==> src/rtl/fir_pkg.sv <==
// Shared types and widths for the FIR engine coefficient path.
package fir_pkg;
   localparam int CMEM_ADDR_W = 6;
   localparam int CMEM_DATA_W = 17;

   typedef struct packed {
      logic [CMEM_ADDR_W-1:0] addr;
      logic [CMEM_DATA_W-1:0] data;
   } coef_wr_t;

   typedef enum logic [1:0] {
      IDLE  = 2'd0,
      WAIT  = 2'd1,
      DRAIN = 2'd2
   } arb_state_t;
endpackage

==> src/rtl/fir_sync_fifo.sv <==
// Generic synchronous FIFO; full/empty are registered so consumers see no path from push/pop.
module fir_sync_fifo
   import fir_pkg::*;
#(
   parameter int DEPTH = 4,
   parameter int WIDTH = CMEM_ADDR_W + CMEM_DATA_W
) (
   input  logic                    clk_fast,
   input  logic                    rst_n,
   input  logic                    push_i,
   input  logic [WIDTH-1:0]        push_dat_i,
   input  logic                    pop_i,
   output logic [WIDTH-1:0]        head_dat_o,
   output logic                    full_o,
   output logic                    empty_o,
   output logic [$clog2(DEPTH):0]  count_o
);
   localparam int PTR_W = $clog2(DEPTH);

   logic [WIDTH-1:0] mem_q [DEPTH];
   logic [PTR_W-1:0] wr_ptr_q, rd_ptr_q;
   logic [PTR_W:0]   count_q, count_d;
   logic             full_q, empty_q;
   logic             push_ok, pop_ok;

   assign push_ok    = push_i & ~full_q;
   assign pop_ok     = pop_i & ~empty_q;
   assign head_dat_o = mem_q[rd_ptr_q];
   assign full_o     = full_q;
   assign empty_o    = empty_q;
   assign count_o    = count_q;

   always_comb begin
      count_d = count_q;
      if (push_ok && !pop_ok) begin
         count_d = count_q + 1'b1;
      end else if (!push_ok && pop_ok) begin
         count_d = count_q - 1'b1;
      end
   end

   always_ff @(posedge clk_fast or negedge rst_n) begin
      if (!rst_n) begin
         wr_ptr_q <= '0;
         rd_ptr_q <= '0;
         count_q  <= '0;
         full_q   <= 1'b0;
         empty_q  <= 1'b1;
      end else begin
         if (push_ok) wr_ptr_q <= wr_ptr_q + 1'b1;
         if (pop_ok)  rd_ptr_q <= rd_ptr_q + 1'b1;
         count_q <= count_d;
         full_q  <= (count_d == (PTR_W+1)'(DEPTH));
         empty_q <= (count_d == '0);
      end
   end

   // Storage needs no reset: entries are only read while the count says they are valid.
   always_ff @(posedge clk_fast) begin
      if (push_ok) mem_q[wr_ptr_q] <= push_dat_i;
   end
endmodule

==> src/rtl/fir_coef_port_arb.sv <==
// CMEM port arbiter: sequencer reads always win; buffered host writes drain only outside seq_busy.
// A write accepted at one edge reaches CMEM in the very next cycle when the port is free.
module fir_coef_port_arb
   import fir_pkg::*;
#(
   parameter int ADDR_W     = CMEM_ADDR_W,
   parameter int DATA_W     = CMEM_DATA_W,
   parameter int FIFO_DEPTH = 4
) (
   input  logic              clk_fast,
   input  logic              rst_n,
   input  logic              host_wr_valid,
   output logic              host_wr_ready,
   input  logic [ADDR_W-1:0] host_wr_addr,
   input  logic [DATA_W-1:0] host_wr_data,
   input  logic              seq_busy,
   input  logic              seq_rd_en,
   input  logic [ADDR_W-1:0] seq_rd_addr,
   output logic              mem_cs,
   output logic              mem_we,
   output logic [ADDR_W-1:0] mem_addr,
   output logic [DATA_W-1:0] mem_wdata,
   output logic              coef_dirty,
   output logic              coef_commit,
   output logic [7:0]        defer_cnt
);
   localparam int CNT_W = $clog2(FIFO_DEPTH) + 1;

   logic [ADDR_W+DATA_W-1:0] head_dat;
   logic [CNT_W-1:0]         fifo_count;
   logic                     fifo_full, fifo_empty;
   logic                     push, pop;
   arb_state_t               state;

   logic [ADDR_W-1:0]        mem_addr_q;
   logic [DATA_W-1:0]        mem_wdata_q;
   logic                     coef_commit_q;
   logic [7:0]               defer_cnt_q;

   fir_sync_fifo #(
      .DEPTH (FIFO_DEPTH),
      .WIDTH (ADDR_W + DATA_W)
   ) u_wr_fifo (
      .clk_fast   (clk_fast),
      .rst_n      (rst_n),
      .push_i     (push),
      .push_dat_i ({host_wr_addr, host_wr_data}),
      .pop_i      (pop),
      .head_dat_o (head_dat),
      .full_o     (fifo_full),
      .empty_o    (fifo_empty),
      .count_o    (fifo_count)
   );

   assign host_wr_ready = ~fifo_full;
   assign push          = host_wr_valid & host_wr_ready;
   assign coef_dirty    = ~fifo_empty;
   assign coef_commit   = coef_commit_q;
   assign defer_cnt     = defer_cnt_q;

   // State follows the live seq_busy so a write is never issued in a busy cycle.
   always_comb begin
      state = IDLE;
      if (!fifo_empty) state = seq_busy ? WAIT : DRAIN;
   end

   assign pop = (state == DRAIN) & ~seq_rd_en;

   always_comb begin
      mem_cs    = 1'b0;
      mem_we    = 1'b0;
      mem_addr  = mem_addr_q;
      mem_wdata = mem_wdata_q;
      if (seq_rd_en) begin
         mem_cs   = 1'b1;
         mem_addr = seq_rd_addr;
      end else if (state == DRAIN) begin
         mem_cs    = 1'b1;
         mem_we    = 1'b1;
         mem_addr  = head_dat[ADDR_W+DATA_W-1:DATA_W];
         mem_wdata = head_dat[DATA_W-1:0];
      end
   end

   always_ff @(posedge clk_fast or negedge rst_n) begin
      if (!rst_n) begin
         mem_addr_q    <= '0;
         mem_wdata_q   <= '0;
         coef_commit_q <= 1'b0;
         defer_cnt_q   <= '0;
      end else begin
         mem_addr_q    <= mem_addr;
         mem_wdata_q   <= mem_wdata;
         coef_commit_q <= pop & (fifo_count == CNT_W'(1)) & ~push;
         if (state == WAIT && defer_cnt_q != 8'hFF) defer_cnt_q <= defer_cnt_q + 8'd1;
      end
   end
endmodule
==> config.mk <==
export PLATFORM = sky130hd
export DESIGN_NAME = fir_coef_port_arb
export DESIGN_NICKNAME = d
export VERILOG_FILES = /design/src/rtl/fir_pkg.sv /design/src/rtl/fir_sync_fifo.sv /design/src/rtl/fir_coef_port_arb.sv
export SDC_FILE = /design/constraint.sdc
export NUM_CORES = 1
export LEC_CHECK = 0
export BUFFER_PORTS_ARGS = -buffer_cell sky130_fd_sc_hd__clkbuf_2
export CORE_UTILIZATION = 40
export CTS_CLUSTER_SIZE = 25
export DETAILED_ROUTE_END_ITERATION = 12
export SYNTH_ARGS = -nofsm -noshare
export SYNTH_HDL_FRONTEND = slang
export SYNTH_SLANG_ARGS = --single-unit
==> constraint.sdc <==
create_clock -name clk_fast -period 3.8 [get_ports clk_fast]
set_clock_uncertainty 0.1 [all_clocks]
set_input_delay 0.38 -clock clk_fast [delete_from_list [all_inputs] [get_ports clk_fast]]
set_output_delay 0.38 -clock clk_fast [all_outputs]
set_load 0.05 [all_outputs]
# Word-level counts from Yosys, hierarchy flattened
# Memory sizes are Yosys's and may differ from the RTL's.
# Cells that the tools add are included.
[word_totals]
reg_bits = 41
mem_bits_rw = 92
in_bits = 34
output_inout_bits = 36
memories = 1
[classes]
addsub = 5
n_eq_ne = 5
muxes = 13
n_bitwise = 10
n_reduce_logical = 6
[mem_list]
columns = ["memory", "words", "width", "rd", "rd_clocked_by_memory_dff", "wr", "line_no", "text"]
rows = [
  ["u_wr_fifo.mem_q", 4, 23, 1, 0, 1, "fir_sync_fifo.sv:20", "logic [WIDTH-1:0] mem_q [DEPTH];"],
]
[ops]
columns = ["cell", "count"]
rows = [
  ["$mux W17", 2],
  ["$mux W6", 2],
  ["$add A8 B1 Y8 const B", 1],
  ["$ne A8 B8 Y1 const B", 1],
  ["$and A1 B1 Y1", 6],
  ["$mux W3", 2],
  ["$mux W1", 5],
  ["$add A2 B1 Y2 const B", 2],
  ["$mux W2", 2],
  ["$not A1 Y1", 4],
  ["$add A3 B1 Y3 const B", 1],
  ["$eq A3 B1 Y1 const B", 1],
  ["$eq A3 B3 Y1 const B", 1],
  ["$logic_and A1 B1 Y1", 3],
  ["$logic_not A3 Y1", 1],
  ["$sub A3 B1 Y3 const B", 1],
  ["$eq A2 B1 Y1 const B", 1],
  ["$eq A2 B2 Y1 const B", 1],
  ["$logic_not A1 Y1", 2],
]

# Longest topological paths before layout
[depth]
depth_word = 9
depth_mapped = 5

# Hierarchy
# Synthesis repeated with hierarchy kept, for this count alone.
[hier_totals]
hier_cells = 279
hier_area_um2 = 5252.5
[modules_own_cells]
columns = ["module", "n_inst", "cells_per_inst", "area_per_inst_um2", "seq_area_each_um2"]
rows = [
  ["fir_sync_fifo", 1, 176, 3885.0, 2989.1],
  ["fir_coef_port_arb", 1, 103, 1367.6, 800.8],
]

# Worst setup path after synthesis
# OpenSTA, ideal clock, no wires.
[synth_path]
path_type = "register -> output"
start = "register u_wr_fifo.rd_ptr_q[1]"
end = "output port mem_addr[0]"
arrival_ns = 1.973
required_time_ns = 3.320
slack_ns = 1.347
path_stages_with_launch = 6
n_path_buf = 2
cell_sequence = "dfrtp_1 -> clkbuf_1 -> clkbuf_1 -> mux4_2 -> nand2_1 -> a21oi_1"
[synth_via]
elab_chain_len = 3
[synth_rtl]
columns = ["element", "line_no", "text"]
rows = [
  ["start, declared", "fir_sync_fifo.sv:21", "logic [PTR_W-1:0] wr_ptr_q, rd_ptr_q;"],
  ["start signal, assigned", "fir_sync_fifo.sv:51", "if (pop_ok) rd_ptr_q <= rd_ptr_q + 1'b1;"],
  ["$mem_v2 Z4 W23", "n/a", ""],
  ["$mux W6", "fir_coef_port_arb.sv:77", "end else if (state == DRAIN) begin"],
  ["$mux W6", "fir_coef_port_arb.sv:74", "if (seq_rd_en) begin"],
  ["end, declared", "fir_coef_port_arb.sv:21", "output logic [ADDR_W-1:0] mem_addr,"],
]
# Every way passes these cells.

# Final worst setup path
[layout_path]
start = "register u_wr_fifo.rd_ptr_q[0]"
end = "output port mem_wdata[13]"
[layout_via]
elab_chain_len = 3
[layout_rtl]
columns = ["element", "line_no", "text"]
rows = [
  ["$mem_v2 Z4 W23", "n/a", ""],
  ["$mux W17", "fir_coef_port_arb.sv:77", ""],
  ["$mux W17", "fir_coef_port_arb.sv:74", ""],
  ["end, declared", "fir_coef_port_arb.sv:22", "output logic [DATA_W-1:0] mem_wdata,"],
]
# Every way passes these cells.

==> reports/summary.txt <==
CP arrival: 2.48 ns
#FFs+latches synth: 133
Synthesized instance count: 279
Fmax: 0.337 GHz
Mux contribution to synthesized area: 0.139
Die W: 116 µm
First-pass GRT wire length: 14600 µm
FFs w/ async S/R, synth: 0.308
Syn_nets: 321
Yosys warnings: 0
Final instance area: 0.00631 mm²
Post-synthesis cell type count: 34
Worst min-delay path class: in -> reg
Initial antenna violation count: 0
Cells after DPL: 516
Worst path bufs/invs: 1
Synth Area in Simple Gates: 0.0498
Compound-Gate Fraction of Synth Area: 0.0254
DP Area: 0.00574 mm²
Drt wl/cell: 16.6 µm
Final Util: 0.500
Leading register cell type out of synthesis: edfxtp_1
Worst Max-Slew Pin Slew: 0.849 ns
Reg-to-reg endpoint: mem_wdata_q[1]
Min-delay src: host_wr_data[8]
Post-Synth XOR/XNOR Area: 0.0186
Insertion delay to the later sink of the worst-skew pair: 0.41 ns
Synth area leader: edfxtp_1
Largest family of logic cells by synthesized area: multiplexers
Clock sink total: 133
Clk buf depth: 2
GR Util met1: 0.185
Crit path max fanout: 25
Port Buf Inserts: 69
Met2 Resource Use GR: 0.255
Gr busiest metal: met2
Drt drc: 0
Outcome: completed
Die area: 0.0134 mm²
Fin cells: 549
Via density: 4.83
Final worst path period share: 0.780
Layout cell share with drive strength beyond 1: 0.401
I/O pin cnt: 70
Reg2reg start: u_wr_fifo.rd_ptr_q[0]
Adder-Cell Fraction of Synth Area: 0.0194
Crit path largest cell delay: 0.92 ns
Root Driver: clkbuf_16
Peak supply drop: 422 µV
RSZ-0062 raised after global routing: false
Syn avg cell area: 18.5 µm²
Clock transition at path regs: 0.05 ns
Static leakage: 2.40 nW
Sequential-to-total area share from yosys stat: 0.733
CTS H-tree depth: 4
Ant diodes: 0
Final Max Slew Viols: 0
Mapped Area: 0.00517 mm²
Crit path kind: reg -> out
CP required: 3.32 ns
Antenna viol nets, final: 0
Synth top area cells: edfxtp_1 (53%), dfrtp_1 (19%), mux4_2 (10%)
CTS tree: done
Hold path depth: 1
Delay-heaviest family, CP: flip-flops
Global route total overflow: 0
CTS buffer count: 17
Row count: 41
Largest net degree at the start of global routing: 42
Minimum clock period after layout: 2.96 ns
Core ar.: 0.0126 mm²
Global placer's final weighted congestion: 0.711
Number of global-route vias before repair: 2732
Hold EP: u_wr_fifo.mem_q[1][8]
Setup violators final: 0
Total track usage: 0.154
Vias: 2651
Power per cell area: 878 mW/mm²
Worst R2R Setup Slack: 1.75 ns
TNS Setup: 0 ns
Max-cap violations: 0
Max-slew headroom: 0.434
HPWL Detailed: 5520 µm
Critical-path cell list: mux4_2 > mux2_2 > clkbuf_2
Nets: 406
GRT met3 Usage: 0.0455
Post-synth EDFFs: 92
Synth cell count leaders: edfxtp_1 (92), dfrtp_1 (40), mux4_2 (23)
Resize count post-CTS: 0
Starting DRT DRC Count: 128
Slowest CP cell: dfrtp_2
Detailed Routing Iterations Pass 1: 4
Layout area overhead: 22.1%
Startpoint types: flip-flop
CP Capture Type: output pin
Initial core utilization: 0.410
Drt total wl: 9130 µm
Hold Vio Cnt, Final: 0
Top-count cell post-synth: edfxtp_1
Top cell type's share of synthesized area: 0.534
Reg2Reg Depth: 2
Chip height: 116 µm
==> kinds of logic after synthesis <==
logic type | Yosys count
DFF | 133
and+or+nand+nor | 48
muxes | 41
AOI/OAI and AO/OA | 20
buffers and inverters | 18
xor gates and xnor gates | 11
adders and majority gates | 8
==> metrics by stage <==
step	total power, mW	setup slack [ns]	hold slack [ns]
after floorplan	3.60	1.35	-0.0156
after global placement	4.02	1.21	0.365
after detailed placement	4.06	1.18	0.374
after CTS	5.63	0.736	0.0686
after global routing	5.84	0.664	0.0766
final	5.54	0.836	0.0871
==> cell usage in the layout (no fill, tap or decap), types with 4 or more instances in the layout <==
cell,count
nand2_1,13
nor2_1,8
mux4_2,23
clkbuf_2,69
buf_4,7
ha_1,8
inv_1,7
clkbuf_16,17
clkinvlp_4,4
a21oi_1,12
dfrtp_1,39
mux2_2,18
edfxtp_1,92
xor2_1,7
xnor2_1,4
nor3_1,4
nor2b_1,7
and2_1,4
==> worst max-delay path by stage <==
stage,start,end,slack (ns),depth (start not counted)
6_report,u_wr_fifo.rd_ptr_q[0],mem_wdata[13],0.84,3
5_1_grt,u_wr_fifo.rd_ptr_q[0],mem_wdata[13],0.66,3
4_1_cts,u_wr_fifo.rd_ptr_q[0],mem_wdata[16],0.74,3
3_5_place_dp,u_wr_fifo.rd_ptr_q[0],mem_wdata[13],1.18,3
3_3_place_gp,u_wr_fifo.rd_ptr_q[0],mem_wdata[1],1.21,3
2_1_floorplan,u_wr_fifo.rd_ptr_q[1],mem_addr[0],1.35,5
==> sequential cells by signal (all words and copies together) (netlist names) <==
name	count
mem_addr_q	6
u_wr_fifo.wr_ptr_q	2
u_wr_fifo.count_o	3
defer_cnt	8
coef_commit	1
u_wr_fifo.rd_ptr_q	2
u_wr_fifo.empty_o	1
mem_wdata_q	17
u_wr_fifo.mem_q	92
u_wr_fifo.full_o	1
==> per-layer routing <==
layer	part of all wire	wire [µm]	vias to the layer above
li1	-	-	1237
met1	0.43	3960	1351
met2	0.51	4690	49
met3	0.033	303	14
met4	0.018	166	0
met5	0	0	-
==> worst register-to-register path: stages (launching register included) <==
cell and delay, ns:
dfrtp_2 0.92, mux4_2 0.62, mux2_2 0.29
==> report_power, final <==
part	switching (mW)	internal (mW)	total, mW
clock network	0.592	0.960	1.55
logic	1.16	0.634	1.80
registers	0.245	1.95	2.20
total	2.00	3.54	5.54
==> what timing repair did <==
| action | CTS | global route |
|---|---|---|
| hold buffers | 1 | 0 |
| endpoints found under the hold margin | 40 | 0 |
| setup buffers | 0 | 0 |
==> layout make-up <==
class                   count  area (µm²)
fillers                  1112        6310
flip-flops and latches    133        3790
multi-input cells         128        1310
clock buffers              19         433
repair buffers             77         408
well taps                 172         215
clock inverters            13         134
inverters                   7        26.3
No activity file was read; power rests on OpenSTA's default activity.
